==> src/rtl/serial_adder_pkg.sv <==
// Shared definitions for the serial adder: state encoding and default operand width.
package serial_adder_pkg;

    localparam int WIDTH_DEFAULT = 4;

    typedef logic [1:0] state_t;

    localparam state_t ST_IDLE  = 2'b00;
    localparam state_t ST_LOAD  = 2'b01;
    localparam state_t ST_SHIFT = 2'b10;
    localparam state_t ST_DONE  = 2'b11;

endpackage

==> src/rtl/serial_add_ctrl_sipo.sv <==
// Right-shift capture register for sum bits arriving LSB-first.
// o_data_nxt is the value the register takes on the next enabled edge.
module sipo
    import serial_adder_pkg::*;
#(
    parameter int WIDTH = WIDTH_DEFAULT
) (
    input  logic             i_clk,
    input  logic             i_rst_n,
    input  logic             i_en,
    input  logic             i_din,
    output logic [WIDTH-1:0] o_data_nxt
);

    logic [WIDTH-1:0] r_data;

    assign o_data_nxt = {i_din, r_data[WIDTH-1:1]};

    always_ff @(posedge i_clk or negedge i_rst_n) begin
        if (!i_rst_n) begin
            r_data <= '0;
        end else if (i_en) begin
            r_data <= o_data_nxt;
        end
    end

endmodule

==> src/rtl/serial_add_ctrl.sv <==
// Sequencer for the serial adder: loads both PISOs, shifts WIDTH bits LSB-first,
// tracks the carry and publishes {carry, sum} with a one-cycle done pulse.
//
// state    | meaning
// ST_IDLE  | waiting for start, all controls low
// ST_LOAD  | PISOs parallel-load, carry and bit counter cleared
// ST_SHIFT | one operand bit per cycle, WIDTH cycles
// ST_DONE  | result valid, done pulse
module serial_add_ctrl
    import serial_adder_pkg::*;
#(
    parameter int WIDTH = WIDTH_DEFAULT
) (
    input  logic           i_clk,
    input  logic           i_rst_n,
    input  logic           i_start,
    input  logic           i_sum_bit,
    input  logic           i_cout_bit,
    output logic           o_op_load,
    output logic           o_op_shift,
    output logic           o_carry_q,
    output logic           o_busy,
    output logic           o_done,
    output logic [WIDTH:0] o_sum_out
);

    localparam int CNT_W = $clog2(WIDTH);

    state_t           r_state;
    state_t           w_state_nxt;
    logic [CNT_W-1:0] r_bit_cnt;
    logic             r_carry_q;
    logic [WIDTH:0]   r_sum_out;
    logic [WIDTH-1:0] w_sipo_nxt;
    logic             w_last;

    assign w_last = (r_bit_cnt == CNT_W'(WIDTH - 1));

    always_comb begin
        w_state_nxt = r_state;
        case (r_state)
            ST_IDLE:  if (i_start) w_state_nxt = ST_LOAD;
            ST_LOAD:  w_state_nxt = ST_SHIFT;
            ST_SHIFT: if (w_last) w_state_nxt = ST_DONE;
            default:  w_state_nxt = ST_IDLE;
        endcase
    end

    always_ff @(posedge i_clk or negedge i_rst_n) begin
        if (!i_rst_n) begin
            r_state   <= ST_IDLE;
            r_bit_cnt <= '0;
            r_carry_q <= 1'b0;
            r_sum_out <= '0;
        end else begin
            r_state <= w_state_nxt;
            if (r_state == ST_LOAD) begin
                r_carry_q <= 1'b0;
                r_bit_cnt <= '0;
            end else if (r_state == ST_SHIFT) begin
                r_carry_q <= i_cout_bit;
                r_bit_cnt <= r_bit_cnt + 1'b1;
                // Final bit goes straight from the adder into the result, bypassing the SIPO.
                if (w_last) begin
                    r_sum_out <= {i_cout_bit, w_sipo_nxt};
                end
            end
        end
    end

    sipo #(
        .WIDTH (WIDTH)
    ) u_sipo (
        .i_clk      (i_clk),
        .i_rst_n    (i_rst_n),
        .i_en       (r_state == ST_SHIFT),
        .i_din      (i_sum_bit),
        .o_data_nxt (w_sipo_nxt)
    );

    assign o_op_load  = (r_state == ST_LOAD);
    assign o_op_shift = (r_state == ST_LOAD) || (r_state == ST_SHIFT);
    assign o_busy     = (r_state != ST_IDLE);
    assign o_done     = (r_state == ST_DONE);
    assign o_carry_q  = r_carry_q;
    assign o_sum_out  = r_sum_out;

endmodule

==> config.mk <==
export PLATFORM = sky130hd
export DESIGN_NAME = serial_add_ctrl
export DESIGN_NICKNAME = d
export VERILOG_FILES = /design/src/rtl/serial_adder_pkg.sv /design/src/rtl/serial_add_ctrl_sipo.sv /design/src/rtl/serial_add_ctrl.sv
export SDC_FILE = /design/constraint.sdc
export NUM_CORES = 1
export LEC_CHECK = 0
export BUFFER_PORTS_ARGS = -buffer_cell sky130_fd_sc_hd__buf_4
export CORE_MARGIN = 3
export CORE_UTILIZATION = 30
export CTS_CLUSTER_DIAMETER = 80
export DETAILED_ROUTE_END_ITERATION = 8
export PLACE_DENSITY = 0.61
export SLEW_MARGIN = 20
export SYNTH_ARGS = -nofsm -noshare
export SYNTH_HDL_FRONTEND = slang
export SYNTH_SLANG_ARGS = --single-unit
==> constraint.sdc <==
create_clock -name i_clk -period 1.7 [get_ports i_clk]
set_clock_uncertainty 0.2 [all_clocks]
set_input_delay 0.34 -clock i_clk [delete_from_list [all_inputs] [get_ports i_clk]]
set_output_delay 0.34 -clock i_clk [all_outputs]
set_load 0.02 [all_outputs]
### Word level (Yosys, flattened, before mapping)

Cells that the tools add are included.

| word-level totals | value |
|---|---|
| output and inout bits | 10 |
| input port bits | 5 |
| word-level logic and storage cells | 26 |
| flip-flop bits (word level) | 14 |

| cells by class | value |
|---|---|
| $add $sub $neg | 1 |
| reductions and logical operators | 6 |
| eq/ne operators | 6 |
| bitwise logic cells | 1 |
| mux-type cells | 7 |

Operators with widths:

| cell | count |
|---|---|
| $mux 2 | 4 |
| $eq 2x2->1 const B | 3 |
| $pmux 2 s3 | 1 |
| $ne 2x2->1 const B | 2 |
| $reduce_bool 2->1 | 2 |
| $reduce_and 3->1 | 1 |
| $add 2x1->2 const B | 1 |
| $eq 2x1->1 const B | 1 |
| $logic_not 2->1 | 1 |
| $mux 1 | 2 |
| $reduce_and 2->1 | 1 |
| $logic_or 1x1->1 | 1 |
| $not 1->1 | 1 |

### Logic depth before layout (Yosys ltp)

| logic depth | value |
|---|---|
| depth after elaboration | 3 |
| mapped depth | 5 |
| depth with buffers taken out | 5 |

### By module

A second synthesis with hierarchy kept.

| unflattened totals | value |
|---|---|
| cells, all modules | 47 |
| area total of the unflattened synthesis | 626.9 µm² |

Modules (own cells, without submodules):

| module | instances | sequential area each (µm²) | area an instance (µm²) | cells an instance |
|---|---|---|---|---|
| serial_add_ctrl | 1 | 250.2 | 510.5 | 40 |
| sipo | 1 | 75.1 | 116.4 | 7 |

### Least setup slack after synthesis

No wires, ideal clock.

| path | value |
|---|---|
| path kind | register to register |
| start | register r_state[1] |
| end | register r_sum_out[0], in the netlist o_sum_out[0] |
| setup slack | 0.055 ns |
| path buffers | 0 |
| stages on the path, launching flop included | 5 |
| arrival | 1.320 ns |
| required time | 1.375 ns |
| path through | dfrtp_1 > inv_1 > ha_1 > nand3b_4 > mux2_4 |

| between the ends | value |
|---|---|
| longest elaborated chain between the ends | 3 |

Ends and longest elaborated chain:

| item | RTL line | text |
|---|---|---|
| from (decl) | serial_add_ctrl.sv:29 | `state_t r_state;` |
| from (signal assigned) | serial_add_ctrl.sv:56 | `r_state <= w_state_nxt;` |
| $eq 2x1->1 | - |  |
| net o_op_load | serial_add_ctrl.sv:19 | `output logic o_op_load,` |
| $not 1->1 (no source line) | - |  |
| $reduce_and 3->1 (no source line) | - |  |
| to (signal assigned) | serial_add_ctrl.sv:65 | `r_sum_out <= {i_cout_bit, w_sipo_nxt};` |
| to (decl) | serial_add_ctrl.sv:33 | `logic [WIDTH:0] r_sum_out;` |

The timed path passes the listed nets, and every way through them passes these cells.
A chain may end at the register's enable or synchronous reset.

### Worst setup path after layout

| path | value |
|---|---|
| start | register r_state[0] |
| end | output port o_op_shift |

| between the ends | value |
|---|---|
| longest elaborated chain between the ends | 2 |

Ends and longest elaborated chain:

| item | RTL line | text |
|---|---|---|
| $eq 2x1->1 or $eq 2x2->1 (tied branches) | serial_add_ctrl.sv:82 | `assign o_op_shift = (r_state == ST_LOAD) \|\| (r_state == ST_SHIFT);` |
| $logic_or 1x1->1 (*) | serial_add_ctrl.sv:82 |  |
| to (decl) | serial_add_ctrl.sv:20 | `output logic o_op_shift,` |

Every way passes the cells marked *; elsewhere a longest branch is shown, timed or not.

==> out/metrics.csv <==
stage,metric,value,unit
power,power_switching,0.7907,mW
clock_network,clkSinkCount,13,
worst_setup_path,crit_chain,inv_2 > ha_4 > buf_6,
timing,relSlewSlack,85.09,%
worst_setup_path,slowest_stage,dfrtp_2,
synthesis,yosys_warnings,0,
clock_network,cts_tree,yes,
synthesis,synth_nets,63,
power,power_frac_comb,64.6,%
clock_network,path_clk_slew,0.08,ns
flow_run,maxCapViolations,0,
synthesis,yosysTopAreaCellShare,47.62,%
clock_network,numCtsBuffers,3,
worst_hold_path,hp-start,i_cout_bit,
clock_network,max-clock-path-buffers,2,
routing,via_count,458,
power,power_frac_clock,8.8,%
worst_setup_path,reg2reg_from,r_state[0],
run_status,violations,negative setup slack,
synthesis,synth_edf_count,0,
layout,ff_latch_area,326.6,sq um
global_route,top_usage_layer,met2,
worst_setup_path,r2r_cells,6,
global_route,grt_max_degree,14,
power,vdd_drop_max,1.367,mV
floorplan,die_h,53.72,um
floorplan,initial_core_util,33.13,%
global_route,grt_use_met2,16.13,%
layout,n_fill_cell,187,
routing,ant_nets,0,
layout,diodes,0,
timing,setup_slack,-0.009315,ns
timing,period_minus_slack,1.709,ns
global_route,use_met3,4.986,%
synthesis,synthTopCellsByCount,"13 x dfrtp_1, 8 x ha_1, 6 x mux2_4",
global_route,grt_overflow,0,
layout,multi_input_area,379.1,sq um
worst_setup_path,crit_arrival,1.17,ns
clock_network,clock_latency,0.28,ns
timing,hold_viol_final,0,
worst_setup_path,slowest_delay,0.44,ns
routing,drt_iter0_markers,1,
layout,drive_above_1_share,60.76,%
synthesis,ys_ff_latch,13,
worst_setup_path,setup.worst_path.end_class,primary output,
placement,gp_congestion,0.7480,
timing,fin_crit_sh,100.5,%
floorplan,die_w,53.72,um
worst_setup_path,regToRegEndpoint,r_state[1],
run_status,status,"complete, but fails checks",
synthesis,yosysSeqAreaShare,47.62,%
power,swShare,36.55,%
placement,post-place-ws,0.09196,ns
synthesis,ys.flop_type,dfrtp_1,
worst_hold_path,holdPathEnd,o_sum_out[4],
worst_setup_path,rrSetupSlack,0.06,ns
clock_network,cts-htree-levels,1,
timing,tightest_slew,0.2236,ns
global_route,grt.total_usage,10.23,%
timing,rsz0062_at_grt,true,
routing,wirelength,1.250,mm
power,seq_power_share,26.6,%
timing,final-setup-viol-count,1,
timing,tns,-0.009315,ns
global_route,grt_pass1_wl,1.980,mm
floorplan,dieArea,2886,sq um
power,internal_power,1.373,mW
worst_setup_path,worstPathRequired,1.16,ns
timing,fmax,0.5850,GHz
worst_hold_path,hold_depth,2,
worst_setup_path,cp_max_fo,6,
synthesis,synthesis.area,683.2,sq um
routing,viasPerCell,4.321,
global_route,use_met1,11.34,%
routing,routedWlPerCell,11.79,um
routing,first_pass_iters,2,
synthesis,syn_avg_cell_area,13.66,sq um
global_route,grt_pass1_vias,434,
timing,finalMaxSlewViolations,0,
clock_network,cts_root_buffer,clkbuf_4,
worst_setup_path,worstSetupPathType,reg2out,
floorplan,coreArea,2062,sq um
power,power_density,2186,nW/um^2
placement,portBuffers,14,
synthesis,synth.most_common_cell,dfrtp_1,
placement,dp_hpwl,852.7,um
synthesis,synthTopCellsByArea,"dfrtp_1 48%, ha_1 15%, mux2_4 13%",
synthesis,netlist_instances,50,
synthesis,synth_top_area_cell,dfrtp_1,
synthesis,synth_cell_types,15,
floorplan,rows,16,
power,p_leak,0.5057,nW
worst_setup_path,startpoint_type,flop,
worst_hold_path,holdCritPathClass,in2reg,
routing,drc,0,
synthesis,postSynth.asyncResetShare,100.0,%
global_route,antenna_found_initial,0,
floorplan,io_pins,15,
layout,syn_to_final_growth,44.87,%
layout,nets,93,
-- sequential cells by signal, indices dropped and copies added (netlist names) --
register       count
o_sum_out          5
u_sipo.r_data      3
r_bit_cnt          2
o_carry_q          1
r_state            2
-- cells in the final DEF, fill, tap and decap left out --
cell type      Yosys  layout
and2b_1            1       1
dfrtp_2            0       1
nand3b_4           1       1
nand2_1            2       2
mux2_4             6       6
inv_2              0       3
nor2_2             1       1
o21ai_0            3       3
dlygate4sd3_1      0       1
mux2_2             4       4
nand3b_1           2       2
nor2_1             1       1
buf_6              0       4
clkbuf_4           0       3
clkbuf_1           0       1
inv_1              5       2
ha_1               8       4
ha_2               0       1
dfrtp_1           13      12
ha_4               0       3
a211o_1            1       1
buf_4              0      20
nand2b_1           1       1
nor2b_4            1       1
-- worst max path at each step --
stage	startpoint	endpoint	slack, ns	depth (start not counted)
6_report	r_state[0]	o_op_shift	-0.009	3
4_1_cts	r_state[0]	o_op_shift	-0.05	3
3_5_place_dp	r_state[0]	o_op_shift	0.09	3
2_1_floorplan	r_state[1]	o_sum_out[0]	0.05	4
5_1_grt	r_state[0]	o_op_shift	-0.07	3
3_3_place_gp	r_state[0]	o_op_shift	0.12	3
-- stage by stage --
step,utilization (%),area [sq um],std cells,power [mW],hold WS [ns]
final,48.00,989.7,106,2.163,0.09794
after global routing,48.00,989.7,106,2.348,0.08044
after CTS,44.72,922.1,101,2.019,0.09274
after detailed placement,40.96,844.6,94,1.685,-0.003188
after global placement,40.96,844.6,94,1.671,-0.006292
after floorplan,-,683.2,50,1.321,-0.1556
-- cell families (layout without fill, tap and decap cells) --
logic type,after synthesis,after routing,share of synthesized area (%)
buffers and inverters,5,34,2.748
adders and majority gates,8,8,14.65
muxes,10,10,19.78
AOI/OAI and AO/OA,4,4,3.479
DFF,13,13,47.62
and+or+nand+nor,10,10,11.72
-- per-layer routing --
layer / vias up / routed length [um]
met5: - / 0
met4: 0 / 41
met3: 4 / 72
met2: 12 / 626
met1: 215 / 510
li1: 227 / -
-- power groups by stage --
| stage | clock network [mW] | registers [mW] | logic, mW |
|---|---|---|---|
| 6_report | 0.191 | 0.575 | 1.40 |
| 5_1_grt | 0.225 | 0.600 | 1.52 |
| 4_1_cts | 0.202 | 0.576 | 1.24 |
| 3_5_place_dp | 0 | 0.577 | 1.11 |
| 3_3_place_gp | 0 | 0.573 | 1.10 |
| 2_1_floorplan | 0 | 0.663 | 0.658 |
-- timing repair --
| action | CTS | global route |
|---|---|---|
| setup endpoints to repair | 3 | 11 |
| gates cloned | 0 | 0 |
| setup buffers | 3 | 5 |
| pin swaps | 1 | 1 |
| hold endpoints to repair | 13 | 0 |
| hold buffers | 1 | 0 |
| gates resized for setup | 9 | 6 |
-- layout make-up --
type	instances	area share (%)
Clock buffer	4	2.655
Inverter	5	1.896
Multi-Input combinational cell	32	38.31
Sequential cell	13	33.00
Tap cell	27	3.413
Timing Repair Buffer	25	20.73
-- critical path, delay by kind of cell, from the launching register on --
kind / cells / cell delay (ns)
buffers and inverters: 2 / 0.22
adder cells (fa/ha/maj): 1 / 0.22
flip-flops: 1 / 0.44
(Power assumes the default switching activity.)
